$ cat src/rtl/run_ctrl_defs.sv
// Shared definitions for the run controller: state encoding and default sizing.
package run_ctrl_defs;

  localparam int DEF_CNT_W   = 16;
  localparam int DEF_RST_CYC = 2;
  localparam int DEF_MAX_CYC = 5000;
  localparam int PROG_W      = 2;

  typedef enum logic [2:0] {
    ST_IDLE = 3'd0,
    ST_HOLD = 3'd1,
    ST_RUN  = 3'd2,
    ST_FIN  = 3'd3,
    ST_TMO  = 3'd4
  } state_t;

  // Both terminal states produce the single-cycle run_done pulse.
  function automatic logic ends_run(input state_t s);
    return (s == ST_FIN) || (s == ST_TMO);
  endfunction

endpackage

$ cat src/rtl/run_ctrl_if.sv
// Host and core signals of the run controller; master is the controller side.
interface run_ctrl_if
  import run_ctrl_defs::*;
#(
  parameter int CNT_W = DEF_CNT_W
) ();

  logic              go;
  logic [PROG_W-1:0] prog_sel;
  logic              core_done;
  logic              core_rst;
  logic              core_start;
  logic [PROG_W-1:0] prog_id;
  logic              busy;
  logic              run_done;
  logic              timeout;
  logic [CNT_W-1:0]  cycles;

  modport master (
    input  go, prog_sel, core_done,
    output core_rst, core_start, prog_id, busy, run_done, timeout, cycles
  );

  modport slave (
    output go, prog_sel, core_done,
    input  core_rst, core_start, prog_id, busy, run_done, timeout, cycles
  );

endinterface

$ cat src/rtl/run_ctrl.sv
// Launches a program on the core: reset hold, timed run, completion or timeout report.
module run_ctrl
  import run_ctrl_defs::*;
#(
  parameter int CNT_W   = DEF_CNT_W,
  parameter int RST_CYC = DEF_RST_CYC,
  parameter int MAX_CYC = DEF_MAX_CYC
) (
  input  logic       clk,
  input  logic       rst,
  run_ctrl_if.master bus
);

  localparam logic [3:0]       HOLD_LOAD = 4'(RST_CYC - 1);
  localparam logic [CNT_W-1:0] MAX_LIM   = CNT_W'(MAX_CYC);

  state_t            state_reg, state_next;
  logic [3:0]        hold_cnt_reg, hold_cnt_next;
  logic [CNT_W-1:0]  cycles_reg, cycles_next;
  logic [PROG_W-1:0] prog_id_reg, prog_id_next;
  logic              timeout_reg, timeout_next;
  logic              core_rst_reg, core_rst_next;
  logic              core_start_reg, core_start_next;
  logic              busy_reg, busy_next;
  logic              run_done_reg, run_done_next;

  always_ff @(posedge clk or negedge rst) begin
    if (!rst) begin
      state_reg      <= ST_IDLE;
      hold_cnt_reg   <= '0;
      cycles_reg     <= '0;
      prog_id_reg    <= '0;
      timeout_reg    <= 1'b0;
      core_rst_reg   <= 1'b1;
      core_start_reg <= 1'b0;
      busy_reg       <= 1'b0;
      run_done_reg   <= 1'b0;
    end else begin
      state_reg      <= state_next;
      hold_cnt_reg   <= hold_cnt_next;
      cycles_reg     <= cycles_next;
      prog_id_reg    <= prog_id_next;
      timeout_reg    <= timeout_next;
      core_rst_reg   <= core_rst_next;
      core_start_reg <= core_start_next;
      busy_reg       <= busy_next;
      run_done_reg   <= run_done_next;
    end
  end

  always_comb begin
    state_next      = state_reg;
    hold_cnt_next   = hold_cnt_reg;
    cycles_next     = cycles_reg;
    prog_id_next    = prog_id_reg;
    timeout_next    = timeout_reg;
    core_rst_next   = core_rst_reg;
    core_start_next = 1'b0;
    busy_next       = 1'b1;
    run_done_next   = 1'b0;

    case (state_reg)
      ST_IDLE: begin
        if (bus.go) begin
          state_next    = ST_HOLD;
          prog_id_next  = bus.prog_sel;
          timeout_next  = 1'b0;
          cycles_next   = '0;
          hold_cnt_next = HOLD_LOAD;
        end
      end
      ST_HOLD: begin
        if (hold_cnt_reg == 4'd0) begin
          state_next  = ST_RUN;
          cycles_next = CNT_W'(1);
        end else begin
          hold_cnt_next = hold_cnt_reg - 4'd1;
        end
      end
      ST_RUN: begin
        // Completion wins over the limit when both land on the same cycle.
        if (bus.core_done) begin
          state_next = ST_FIN;
        end else if (cycles_reg == MAX_LIM) begin
          state_next = ST_TMO;
        end else begin
          cycles_next = cycles_reg + CNT_W'(1);
        end
      end
      ST_FIN, ST_TMO: state_next = ST_IDLE;
      default:        state_next = ST_IDLE;
    endcase

    // Outputs are registered, so they are decoded from the state being entered.
    case (state_next)
      ST_IDLE: busy_next = 1'b0;
      ST_HOLD: core_rst_next = 1'b1;
      ST_RUN: begin
        core_rst_next   = 1'b0;
        core_start_next = 1'b1;
      end
      ST_FIN:  core_rst_next = 1'b0;
      ST_TMO: begin
        core_rst_next = 1'b1;
        timeout_next  = 1'b1;
      end
      default: busy_next = 1'b0;
    endcase
    run_done_next = ends_run(state_next);
  end

  assign bus.core_rst   = core_rst_reg;
  assign bus.core_start = core_start_reg;
  assign bus.prog_id    = prog_id_reg;
  assign bus.busy       = busy_reg;
  assign bus.run_done   = run_done_reg;
  assign bus.timeout    = timeout_reg;
  assign bus.cycles     = cycles_reg;

endmodule
$ cat src/flat_wrapper.sv
// flat-port wrapper written by rule: the top's interface ports become plain ports
module run_ctrl_flat import run_ctrl_defs::*;
#(
  parameter int CNT_W   = DEF_CNT_W,
  parameter int RST_CYC = DEF_RST_CYC,
  parameter int MAX_CYC = DEF_MAX_CYC
)
  (clk, rst, bus_go, bus_prog_sel, bus_core_done, bus_core_rst, bus_core_start, bus_prog_id, bus_busy, bus_run_done, bus_timeout, bus_cycles);
  run_ctrl_if #(.CNT_W(CNT_W)) bus_i ();
  input  logic clk;
  input  logic rst;
  input wire logic [$bits(bus_i.go)-1:0] bus_go;
  input wire logic [$bits(bus_i.prog_sel)-1:0] bus_prog_sel;
  input wire logic [$bits(bus_i.core_done)-1:0] bus_core_done;
  output wire logic [$bits(bus_i.core_rst)-1:0] bus_core_rst;
  output wire logic [$bits(bus_i.core_start)-1:0] bus_core_start;
  output wire logic [$bits(bus_i.prog_id)-1:0] bus_prog_id;
  output wire logic [$bits(bus_i.busy)-1:0] bus_busy;
  output wire logic [$bits(bus_i.run_done)-1:0] bus_run_done;
  output wire logic [$bits(bus_i.timeout)-1:0] bus_timeout;
  output wire logic [$bits(bus_i.cycles)-1:0] bus_cycles;
  assign bus_i.go = bus_go;
  assign bus_i.prog_sel = bus_prog_sel;
  assign bus_i.core_done = bus_core_done;
  assign bus_core_rst = bus_i.core_rst;
  assign bus_core_start = bus_i.core_start;
  assign bus_prog_id = bus_i.prog_id;
  assign bus_busy = bus_i.busy;
  assign bus_run_done = bus_i.run_done;
  assign bus_timeout = bus_i.timeout;
  assign bus_cycles = bus_i.cycles;
  run_ctrl #(.CNT_W(CNT_W), .RST_CYC(RST_CYC), .MAX_CYC(MAX_CYC)) u_core (.clk(clk), .rst(rst), .bus(bus_i));
endmodule
$ cat config.mk
export PLATFORM = sky130hd
export DESIGN_NAME = run_ctrl_flat
export DESIGN_NICKNAME = d
export VERILOG_FILES = /design/src/rtl/run_ctrl_defs.sv /design/src/rtl/run_ctrl_if.sv /design/src/rtl/run_ctrl.sv /design/src/flat_wrapper.sv
export SDC_FILE = /design/constraint.sdc
export NUM_CORES = 1
export LEC_CHECK = 0
export ABC_AREA = 0
export CAP_MARGIN = 20
export CORE_UTILIZATION = 46
export CTS_CLUSTER_DIAMETER = 80
export CTS_CLUSTER_SIZE = 14
export DETAILED_ROUTE_END_ITERATION = 7
export HOLD_SLACK_MARGIN = 0.15
export PLACE_DENSITY = 0.74
export SYNTH_ARGS = -nofsm -noshare
export SYNTH_HDL_FRONTEND = slang
export SYNTH_SLANG_ARGS = --single-unit
$ cat constraint.sdc
create_clock -name clk -period 2 [get_ports clk]
set_input_delay 0.3 -clock clk [delete_from_list [all_inputs] [get_ports clk]]
set_output_delay 0.3 -clock clk [all_outputs]
set_load 0.05 [all_outputs]
==> out/metrics.yaml <==
outcome:
  outcome: "finished with violations"
  violations: "setup timing"
critical_path:
  crit_required_ns: 2.29
  reg2regPathDepth: 8
  r2r_setup_slack_ns: -0.05
  critPathKind: "flop to flop"
  r2r_start: "u_core.bus.cycles[1]"
  setup.worst_path.end_class: "flop"
  cp-start-kind: "flop"
  crit_arrival_ns: 2.33
  crit_path_max_fanout: 7
  r2r-end: "u_core.bus.cycles[11]"
final_layout:
  final_common_cell: "buf_4"
  synthToLayoutAreaGrowth_pct: 46.1
  utilization_pct: 72.6
  diodes: 0
  finalInstanceArea_mm2: 0.00229
  nNetsFinal: 230
  final_cell_mix: "buf_4 (29), clkdlybuf4s50_1 (25), nand2_1 (21), dfrtp_1 (21), o21ai_0 (10)"
  largest_reg_flops: 16
  drive_above_1_share_pct: 35.3
sta:
  skew_ns: 0.0110
  layout_min_cycle_time_ns: 2.05
  finalCritPeriodShare_pct: 102
  finalSetupViolCount: 5
  fin_tns_setup_ns: -0.0895
  worst_slew_pin_slew_ns: 0.685
  rsz0062_at_grt: "yes"
  slew_headroom_pct: 53.7
  fin_ws_ns: -0.0455
  fmax_mhz: 489
  slew_violations: 0
  hold_viol: 0
power:
  clkPwrFrac_pct: 18.2
  leakage_nw: 0.983
  swShare_pct: 41.0
  internal_power_w: 0.00157
  worst_ir_drop_vdd_v: 0.000660
  p_sw_w: 0.00109
  comb_power_share_pct: 50.3
  power_density_mw_per_mm2: 1160
  pwr-share-seq_pct: 31.5
placed_design:
  io_buffers: 28
  post-place-ws_ns: -0.102
  place_area_mm2: 0.00208
  dp_hpwl_um: 2780
  gp_congestion: 0.822
cts:
  cts-buffers-inserted: 5
  h-tree-depth: 2
  cts_tree: "done"
  clock_sinks: 30
  clk_pin_slew_worst_paths_ns: 0.10
  clk_latency_ns: 0.34
  clockBufferDepth: 2
  clock-root-buffer: "clkbuf_4"
synthesis:
  yosys.cell_types.count: 41
  synth_area_mm2: 0.00157
  ys_warn_count: 0
  syn-num-nets: 171
  ys_ff_latch: 30
  synth_edf_count: 0
  synth_top_flop_cell: "dfrtp_1"
  synthCells: 161
  async_flop_share_pct: 100
  synth-seq-area-share_pct: 48.0
  avgSynthCellArea_um2: 9.73
floorplanning:
  initial_core_util_pct: 49.7
  core_mm2: 0.00315
  fp.dieArea_mm2: 0.00364
  io_pins: 29
  die_x_um: 60.4
  die_y_um: 60.4
  rows: 20
grt:
  grt_util_all_layers_pct: 24.8
  grt_overflow: 0
  grt_pass1_vias: 1483
  antenna_found_initial: 0
  grt_max_degree: 31
  grt_first_pass_wirelength_um: 6540
drt:
  vias_per_cell: 5.58
  wl_per_cell_um: 15.3
  postRouteAntennaNets: 0
  firstDrtPassIters: 4
  drc: 0
  wl_um: 4050
  drt_iter0_drc: 90
  num_vias: 1478
worst_hold_path:
  hp-class: "input pin to async pin"
flow_run:
  maxCapViolations: 0
[final cells by class]
class,instances,area (µm²)
Fill cell,242,865
Multi-Input combinational cell,118,855
Inverter,7,26.3
Tap cell,44,55.1
Clock inverter,1,30.0
Clock buffer,7,45.0
Sequential cell,30,762
Timing Repair Buffer,58,515
[how the worst max path moves through the flow]
stage	startpoint	end	depth (start not counted)
final	u_core.bus.cycles[1]	u_core.bus.cycles[11]	8
after floorplan	u_core.bus.cycles[1]	u_core.bus.cycles[15]	7
after global routing	u_core.bus.cycles[1]	u_core.bus.cycles[11]	8
after CTS	u_core.hold_cnt_reg[1]	u_core.bus.cycles[11]	8
after detailed placement	bus_go	u_core.bus.cycles[11]	7
after global placement	bus_go	u_core.bus.cycles[11]	7
[kinds of logic (layout without fill, tap and decap cells)]
kind of cell | count (synthesis) | after routing | share of synthesized area [%]
flip-flops | 30 | 30 | 48.0
XOR/XNOR | 3 | 3 | 1.68
adder cells (fa/ha/maj) | 4 | 4 | 3.20
buffers and inverters | 13 | 73 | 4.87
AND/OR/NAND/NOR | 74 | 74 | 27.2
AO/OA/AOI/OAI | 37 | 37 | 15.0
[synth_stat cells (2+ instances only)]
library cell   n  area (µm²)
ha_1           4        50.1
dfrtp_1       29         726
o21ai_0       12        60.1
nor2_1         8        30.0
nand3_1        6        30.0
buf_6          3        33.8
or3_1          9        56.3
a21oi_1       13        65.1
inv_1          7        26.3
a21o_1         2        15.0
nor3b_2        2        25.0
o31ai_1        3        22.5
nand2_1       22        82.6
nor4b_1        4        35.0
nor3_1         3        15.0
or4_1          4        30.0
nand4_1        5        31.3
xor2_1         2        17.5
[stage by stage]
stage / total power (W) / cells / hold slack [ns]
3_3_place_gp: 0.00199 / 253 / 0.462
3_5_place_dp: 0.00203 / 253 / 0.466
2_1_floorplan: 0.00161 / 161 / 0.00441
6_report: 0.00266 / 265 / 0.334
4_1_cts: 0.00257 / 263 / 0.346
5_1_grt: 0.00282 / 265 / 0.380
[routing by layer]
metal / vias to the layer above / track usage (%) / routed length (µm)
li1: 706 / - / -
met1: 727 / 31.1 / 1810
met2: 37 / 40.5 / 2010
met3: 8 / 5.12 / 190
met4: 0 / 13.0 / 42
met5: - / 0 / 0
[worst max-delay path, cell delays in order (launching register included)]
cell and delay [ns]:
dfrtp_2 0.41, inv_2 0.06, ha_4 0.16, nor4b_4 0.13, a41oi_2 0.24, nand4_1 0.24
buf_6 0.21, or4b_4 0.47, nand2_2 0.06
[power by group through the flow]
stage                     clock, W  combinational [W]  sequential, W
final                     0.000485            0.00134       0.000839
after global routing      0.000523            0.00145       0.000851
after CTS                 0.000493            0.00125       0.000830
after detailed placement         0            0.00119       0.000838
after global placement           0            0.00116       0.000827
after floorplan                  0           0.000594        0.00102
[timing repair]
| action | CTS | global route |
|---|---|---|
| hold buffers | 0 | 0 |
| gates resized for setup | 3 | 25 |
| buffers inserted | 2 | 2 |
| endpoints found under the setup margin | 1 | 17 |
| gates cloned | 0 | 0 |
| pin swaps | 0 | 7 |
Power figures use the tool's default switching activity.
